`config.mk`:
```
export PLATFORM = sky130hd
export DESIGN_NAME = fifo_wr_ctrl_flat
export DESIGN_NICKNAME = d
export VERILOG_FILES = /design/src/rtl/fifo_wr_ctrl_if.sv /design/src/rtl/fifo_wr_ctrl.sv /design/src/flat_wrapper.sv
export SDC_FILE = /design/constraint.sdc
export NUM_CORES = 1
export LEC_CHECK = 0
export BUFFER_PORTS_ARGS = -buffer_cell sky130_fd_sc_hd__buf_2
export CORE_UTILIZATION = 45
export DETAILED_ROUTE_END_ITERATION = 10
export PLACE_DENSITY_LB_ADDON = 0.15
export SLEW_MARGIN = 10
export SYNTH_ARGS = -nofsm -noshare
export SYNTH_HDL_FRONTEND = slang
export SYNTH_SLANG_ARGS = --single-unit
```
`constraint.sdc`:
```
create_clock -name W_CLK -period 5.8 [get_ports W_CLK]
set_input_delay 0.29 -clock W_CLK [delete_from_list [all_inputs] [get_ports W_CLK]]
set_output_delay 0.29 -clock W_CLK [all_outputs]
set_load 0.01 [all_outputs]
```
`src/rtl/fifo_wr_ctrl_if.sv`:
```
// Write-side port bundle of the async FIFO controller: request/flag signals
// exchanged between the write-domain logic and its environment.
interface fifo_wr_ctrl_if #(
    parameter int ADDRESS = 4
);
    logic                 W_INC;
    logic                 OVF_CLR;
    logic [ADDRESS-1:0]   WQ2_RPTR;
    logic                 W_CLKEN;
    logic [ADDRESS-2:0]   W_ADDR;
    logic [ADDRESS-1:0]   W_PTR;
    logic                 W_FULL;
    logic                 W_ALMOST_FULL;
    logic [ADDRESS-1:0]   W_LEVEL;
    logic                 W_OVERFLOW;

    modport master (
        output W_INC, OVF_CLR, WQ2_RPTR,
        input  W_CLKEN, W_ADDR, W_PTR, W_FULL, W_ALMOST_FULL, W_LEVEL, W_OVERFLOW
    );

    modport slave (
        input  W_INC, OVF_CLR, WQ2_RPTR,
        output W_CLKEN, W_ADDR, W_PTR, W_FULL, W_ALMOST_FULL, W_LEVEL, W_OVERFLOW
    );
endinterface

```
`src/rtl/fifo_wr_ctrl.sv`:
```
// Write-domain controller of a Gray-pointer async FIFO: write pointer,
// full/almost-full/level flags and a sticky overflow indicator.
module fifo_wr_ctrl #(
    parameter int ADDRESS  = 4,
    parameter int AF_LEVEL = 6
) (
    input  logic           W_CLK,
    input  logic           W_RST,
    fifo_wr_ctrl_if.slave  wif
);
    localparam logic [ADDRESS-1:0] ONE       = ADDRESS'(1);
    localparam logic [ADDRESS-1:0] AF_THRESH = ADDRESS'(AF_LEVEL);
    // Full when the write pointer is exactly one lap ahead: top two Gray bits differ.
    localparam logic [ADDRESS-1:0] MSB2_MASK = {2'b11, {(ADDRESS-2){1'b0}}};

    function automatic logic [ADDRESS-1:0] bin2gray(input logic [ADDRESS-1:0] b);
        return b ^ (b >> 1);
    endfunction

    function automatic logic [ADDRESS-1:0] gray2bin(input logic [ADDRESS-1:0] g);
        logic [ADDRESS-1:0] b;
        b[ADDRESS-1] = g[ADDRESS-1];
        for (int i = ADDRESS - 2; i >= 0; i--) begin
            b[i] = b[i+1] ^ g[i];
        end
        return b;
    endfunction

    logic [ADDRESS-1:0] wbin_q,  wbin_d;
    logic [ADDRESS-1:0] wptr_q,  wptr_d;
    logic               full_q,  full_d;
    logic               afull_q, afull_d;
    logic [ADDRESS-1:0] level_q, level_d;
    logic               ovf_q,   ovf_d;
    logic               clken_s;
    logic [ADDRESS-1:0] rbin_s;

    // Next-state computation for pointer, flags and sticky overflow.
    always_comb begin
        clken_s = wif.W_INC & (W_RST | ~full_q);
        rbin_s  = gray2bin(wif.WQ2_RPTR);
        if (clken_s) begin
            wbin_d = wbin_q + ONE;
        end else begin
            wbin_d = wbin_q;
        end
        wptr_d  = bin2gray(wbin_d);
        full_d  = (wptr_d == (wif.WQ2_RPTR ^ MSB2_MASK));
        level_d = wbin_d - rbin_s;
        afull_d = (level_d >= AF_THRESH);
        // Set has priority over clear so a refused write is never lost.
        if (wif.W_INC & full_q) begin
            ovf_d = 1'b1;
        end else if (wif.OVF_CLR) begin
            ovf_d = 1'b0;
        end else begin
            ovf_d = ovf_q;
        end
    end

    // State registers with synchronous reset.
    always_ff @(posedge W_CLK) begin
        if (W_RST) begin
            wbin_q  <= {ADDRESS{1'b0}};
            wptr_q  <= {ADDRESS{1'b0}};
            full_q  <= 1'b0;
            afull_q <= 1'b0;
            level_q <= {ADDRESS{1'b0}};
            ovf_q   <= 1'b0;
        end else begin
            wbin_q  <= wbin_d;
            wptr_q  <= wptr_d;
            full_q  <= full_d;
            afull_q <= afull_d;
            level_q <= level_d;
            ovf_q   <= ovf_d;
        end
    end

    assign wif.W_CLKEN       = clken_s;
    assign wif.W_ADDR        = W_RST ? {(ADDRESS-1){1'b0}} : wbin_q[ADDRESS-2:0];
    assign wif.W_PTR         = wptr_q;
    assign wif.W_FULL        = full_q;
    assign wif.W_ALMOST_FULL = afull_q;
    assign wif.W_LEVEL       = level_q;
    assign wif.W_OVERFLOW    = ovf_q;
endmodule

```
`src/flat_wrapper.sv`:
```
// flat-port wrapper written by rule: the top's interface ports become plain ports
module fifo_wr_ctrl_flat 
#(
    parameter int ADDRESS  = 4,
    parameter int AF_LEVEL = 6
)
  (W_CLK, W_RST, wif_W_INC, wif_OVF_CLR, wif_WQ2_RPTR, wif_W_CLKEN, wif_W_ADDR, wif_W_PTR, wif_W_FULL, wif_W_ALMOST_FULL, wif_W_LEVEL, wif_W_OVERFLOW);
  fifo_wr_ctrl_if #(.ADDRESS(ADDRESS)) wif_i ();
  input  logic W_CLK;
  input  logic W_RST;
  input wire logic [$bits(wif_i.W_INC)-1:0] wif_W_INC;
  input wire logic [$bits(wif_i.OVF_CLR)-1:0] wif_OVF_CLR;
  input wire logic [$bits(wif_i.WQ2_RPTR)-1:0] wif_WQ2_RPTR;
  output wire logic [$bits(wif_i.W_CLKEN)-1:0] wif_W_CLKEN;
  output wire logic [$bits(wif_i.W_ADDR)-1:0] wif_W_ADDR;
  output wire logic [$bits(wif_i.W_PTR)-1:0] wif_W_PTR;
  output wire logic [$bits(wif_i.W_FULL)-1:0] wif_W_FULL;
  output wire logic [$bits(wif_i.W_ALMOST_FULL)-1:0] wif_W_ALMOST_FULL;
  output wire logic [$bits(wif_i.W_LEVEL)-1:0] wif_W_LEVEL;
  output wire logic [$bits(wif_i.W_OVERFLOW)-1:0] wif_W_OVERFLOW;
  assign wif_i.W_INC = wif_W_INC;
  assign wif_i.OVF_CLR = wif_OVF_CLR;
  assign wif_i.WQ2_RPTR = wif_WQ2_RPTR;
  assign wif_W_CLKEN = wif_i.W_CLKEN;
  assign wif_W_ADDR = wif_i.W_ADDR;
  assign wif_W_PTR = wif_i.W_PTR;
  assign wif_W_FULL = wif_i.W_FULL;
  assign wif_W_ALMOST_FULL = wif_i.W_ALMOST_FULL;
  assign wif_W_LEVEL = wif_i.W_LEVEL;
  assign wif_W_OVERFLOW = wif_i.W_OVERFLOW;
  fifo_wr_ctrl #(.ADDRESS(ADDRESS), .AF_LEVEL(AF_LEVEL)) u_core (.W_CLK(W_CLK), .W_RST(W_RST), .wif(wif_i));
endmodule
```
# --- Word-level counts from Yosys, hierarchy flattened ---
# Cells that the tools add are included.
word_totals:
  reg_bits: 15
  inputBits: 8
  out_inout_bits: 15
  elab_cells: 24
classes:
  n_addsub: 2
  n_lt_le_gt_ge: 1
  eq_ne: 1
  n_mux: 4
  bitwise: 9
  n_reduce_logical: 1
op_table:
  columns: ["operator", "n"]
  rows:
  - ["adder 4 x 1 -> 4 bit (second input constant)", 1]
  - ["== test 4 bit", 1]
  - ["greater-or-equal comparator 4 x 3 -> 1 bit (second input constant)", 1]
  - ["2-to-1 mux 4 bit", 1]
  - ["subtractor 4 bit", 1]
  - ["bitwise XOR 4 x 3 -> 4 bit", 1]
  - ["2-to-1 mux 3 bit", 1]
  - ["bitwise XOR 1 bit", 3]
  - ["AND 1 bit", 2]
  - ["2-to-1 mux 1 bit", 2]
  - ["NOT 2 bit", 1]
  - ["nonzero test 2 bit", 1]
  - ["NOT 1 bit", 1]
  - ["bitwise OR 1 bit", 1]

# --- Longest topological paths before layout ---
logic_depth:
  word_depth: 6
  ltp_mapped: 12
  depth_no_buf: 10

# --- Least setup slack after synthesis ---
# Ideal clock, no wire load.
synth_path:
  path_type: "input port to flip-flop"
  from: "input port W_RST"
  to: "register u_core.afull_q, in the netlist u_core.wif.W_ALMOST_FULL"
  setup_ns: 0.127
  arrival_ns: 2.127
  required_time_ns: 5.673
  setup_slack_ns: 3.545
  cell_stages: 12
  path_cell_list: "buf_6 > nand2b_4 > and2_1 > buf_6 > nand2_1 > xor2_1 > inv_1 > ha_1 > nor4_1 > nor4_2 > xnor2_1 > o22ai_1"
synth_between:
  elab_chain_cells: 5
synth_rtl:
  columns: ["element", "line", "rtl"]
  rows:
  - ["start: declaration", "flat_wrapper.sv:10", "input logic W_RST;"]
  - ["bitwise OR 1 bit", "fifo_wr_ctrl.sv:40", "clken_s = wif.W_INC & (W_RST | ~full_q);"]
  - ["AND 1 bit", "fifo_wr_ctrl.sv:40", null]
  - ["via wif_W_CLKEN", "flat_wrapper.sv:14", "output wire logic [$bits(wif_i.W_CLKEN)-1:0] wif_W_CLKEN;"]
  - ["2-to-1 mux 4 bit", "fifo_wr_ctrl.sv:42", "if (clken_s) begin"]
  - ["via u_core.wbin_d[2]", "fifo_wr_ctrl.sv:29", "logic [ADDRESS-1:0] wbin_q, wbin_d;"]
  - ["subtractor 4 bit", "fifo_wr_ctrl.sv:49", "level_d = wbin_d - rbin_s;"]
  - ["greater-or-equal comparator 4 x 3 -> 1 bit", "fifo_wr_ctrl.sv:50", "afull_d = (level_d >= AF_THRESH);"]
  - ["end signal: assignment", "fifo_wr_ctrl.sv:74", "afull_q <= afull_d;"]
  - ["end: declaration", "fifo_wr_ctrl.sv:32", "logic afull_q, afull_d;"]
# The timed path passes the listed nets, and every way through them passes these cells.
# A chain may end at the register's enable or synchronous reset.

# --- Worst setup path in the final report ---
layout_path:
  from: "input port W_RST"
  to: "register u_core.afull_q, in the netlist u_core.wif.W_ALMOST_FULL"
layout_between:
  elab_chain_cells: 5
layout_rtl:
  columns: ["element", "line"]
  rows:
  - ["bitwise OR 1 bit", "fifo_wr_ctrl.sv:40"]
  - ["AND 1 bit", "fifo_wr_ctrl.sv:40"]
  - ["2-to-1 mux 4 bit", "fifo_wr_ctrl.sv:42"]
  - ["via u_core.wbin_d[2]", "fifo_wr_ctrl.sv:29"]
  - ["subtractor 4 bit", "fifo_wr_ctrl.sv:49"]
  - ["greater-or-equal comparator 4 x 3 -> 1 bit", "fifo_wr_ctrl.sv:50"]
# The timed path passes the listed nets, and every way through them passes these cells.

==> results.json <==
{
  "ir_drop_v": 0.000134,
  "fillerInstances": 152,
  "hpwlAfterDp_mm": 1.01,
  "clkTransAtPathRegs_ps": 100,
  "grt_overflow": 0,
  "start_util": 0.499,
  "post-synth-top-count-cell": "dfxtp_1",
  "crit_path_end_kind": "register",
  "async_flop_share": 0,
  "post-cts-setup-buffers": 0,
  "min_period_over_period": 0.405,
  "path_max_fanout": 18,
  "worst_r2r_endpoint": "u_core.wif.W_ALMOST_FULL",
  "drt_iter0_drc": 8,
  "cts_buffers": 3,
  "post-route-min-period_ps": 2350,
  "antenna_found_initial": 0,
  "nNetsFinal": 119,
  "grt_pass1_wl_mm": 2.29,
  "syn_to_final_growth_pct": 16.9,
  "hold_viol_final": 0,
  "hold_path.class": "in -> reg",
  "synthCells": 84,
  "finalMaxSlewViolations": 0,
  "first_pass_iters": 7,
  "power_leakage_nw": 0.448,
  "synth_compound_area_frac": 0.0556,
  "synth_area_sq_um": 787,
  "antennaDiodeCount": 0,
  "port_buffers": 22,
  "wire_per_inst_microns": 10.8,
  "die-area_sq_um": 1920,
  "synth_area_per_cell_sq_um": 9.37,
  "yosys-top-cells-area": "dfxtp_1 36%, xnor2_1 10%, xor2_1 6.7%",
  "htreeDepth": 1,
  "status": "finished with violations",
  "die-width_microns": 43.8,
  "setup_tns_ps": 0,
  "ys.warnings.count": 0,
  "drt_wl_total_mm": 1.32,
  "worst_pin_slew_ps": 390,
  "clock-root-buffer": "clkbuf_4",
  "gp_congestion": 0.752,
  "violations": "design-rule violations",
  "synth_top_family_by_area": "XOR/XNOR gates",
  "ioPinCount": 23,
  "worstSetupPathType": "in -> reg",
  "totalPowerFinal_uw": 271,
  "place_inst": 118,
  "holdWs_ps": 264,
  "synth_simple_gate_area_share": 0.226,
  "synth.distinct_cells": 29,
  "arrival_ps": 2520,
  "multiInputGateArea_sq_um": 462,
  "clock_path_buffers": 2,
  "utilization": 0.583,
  "via_per_inst": 4.99,
  "die_y_microns": 43.8,
  "maxCapViolations": 0,
  "startpoint_type": "input port",
  "synthFlopType": "dfxtp_1",
  "hold_depth": 3,
  "ys_seq_area_frac": 0.356,
  "drc": 3,
  "grt_pass1_vias": 530,
  "ys_ff_latch": 14,
  "worstReg2RegStart": "u_core.wif.W_FULL",
  "rows": 14,
  "finalClockSkew_ps": 6.05,
  "vias": 609,
  "synth_common_cells": "14 x dfxtp_1, 12 x nor2_1, 9 x xnor2_1",
  "muxShareOfSynthArea": 0.0127,
  "fmax_mhz": 425,
  "clkLatencyLatePin_ps": 280,
  "hold_end": "u_core.wif.W_OVERFLOW",
  "finalSetupViolations": 0,
  "instances_no_fill": 122,
  "ant_nets": 0,
  "syn-num-nets": 96,
  "synth-edff-count": 0,
  "synth_xor_area_frac": 0.229,
  "core_area_sq_um": 1580,
  "cts_num_sinks": 14,
  "synthAdderAreaFrac": 0.0636,
  "grt_start_max_net_pins": 19,
  "grt_usage": 0.164,
  "worstPathRequired_ps": 5970,
  "layout-drive-gt1-share": 0.311,
  "synth_top_area_frac": 0.356,
  "p_per_area_nw_per_um2": 295,
  "cts_resized": 0,
  "r2r_setup_slack_ps": 3500,
  "cts_tree": "built",
  "yosysTopAreaCell": "dfxtp_1",
  "rsz0062_at_grt": "false",
  "regArea_sq_um": 280,
  "worstHoldStart": "wif_OVF_CLR",
  "hold_buffers": 0,
  "relSlewSlack": 0.739,
  "worst-r2r-cell-count": 10
}
==> cells by family (layout without fill, tap and decap cells) <==
group           Yosys count  after routing
fa+ha+maj                 4              4
mux                       1              1
flops                    14             14
buf+inv                   7             29
simple gates             33             33
xor+xnor                 18             18
compound gates            7              7
==> critical path, stage by stage <==
cell and delay (ps):
buf_2 280, nand2b_4 220, and2_1 260, nand2_1 100
xor2_1 290, inv_1 80, ha_1 250, nor4_1 340
nor4_2 100, xnor2_1 200, o22ai_1 110
==> area by class of cell <==
class | count | area share
Clock buffer | 4 | 0.0395
Timing Repair Buffer | 22 | 0.120
Tap cell | 16 | 0.0218
Multi-Input combinational cell | 63 | 0.502
Inverter | 3 | 0.0122
Sequential cell | 14 | 0.305
==> per-stage QoR <==
stage | area [sq um] | setup WS, ps
final | 920 | 3450
after global routing | 920 | 3140
after CTS | 920 | 3430
after detailed placement | 883 | 3140
after global placement | 883 | 3190
after floorplan | 787 | 3550
==> worst max path at each step <==
stage | startpoint | to | slack [ps] | cells past startpoint
finish | W_RST | u_core.wif.W_ALMOST_FULL | 3450 | 11
global route | W_RST | u_core.wif.W_ALMOST_FULL | 3140 | 11
CTS | W_RST | u_core.wif.W_ALMOST_FULL | 3430 | 11
detailed placement | W_RST | u_core.wif.W_ALMOST_FULL | 3140 | 11
global placement | W_RST | u_core.wif.W_ALMOST_FULL | 3190 | 11
floorplan | W_RST | u_core.wif.W_ALMOST_FULL | 3550 | 12
==> sequential cells by signal (all words and copies together), names as in the netlist <==
register                  flops
u_core.wbin_q                 3
u_core.wif.W_PTR              4
u_core.wif.W_LEVEL            4
u_core.wif.W_OVERFLOW         1
u_core.wif.W_FULL             1
u_core.wif.W_ALMOST_FULL      1
==> routing by layer <==
metal | track usage | vias up | wire [microns]
met1 | 0.217 | 278 | 644
met4 | 0.0750 | 0 | 0
li1 | - | 316 | -
met2 | 0.251 | 15 | 603
met5 | 0 | - | 0
met3 | 0.0375 | 0 | 73
==> cell usage in the layout, fill, tap and decap left out <==
cell / count
o21ai_0: 1
a31oi_1: 1
and2_1: 1
nor4_1: 2
dfxtp_1: 14
nand2b_4: 1
or3_1: 1
nor2_1: 12
a21boi_2: 1
xor2_1: 6
clkbuf_4: 3
mux2i_1: 1
xnor2_2: 2
nor2b_1: 3
inv_1: 3
nor4_2: 1
nor3_1: 2
nand2_1: 4
o22ai_1: 1
and3_1: 1
buf_2: 22
clkbuf_8: 1
nand2b_1: 3
nand3_1: 1
ha_1: 4
xor2_2: 1
xnor2_1: 9
a21oi_1: 3
and3_2: 1
==> power breakdown <==
part	total, mW	internal, mW	switching [mW]	leakage [nW]
registers	0.114	0.109	0.00467	0.115
logic	0.0841	0.0397	0.0444	0.311
clock network	0.0731	0.0382	0.0349	0.0210
Note: power is estimated with default switching activity, not from simulation.
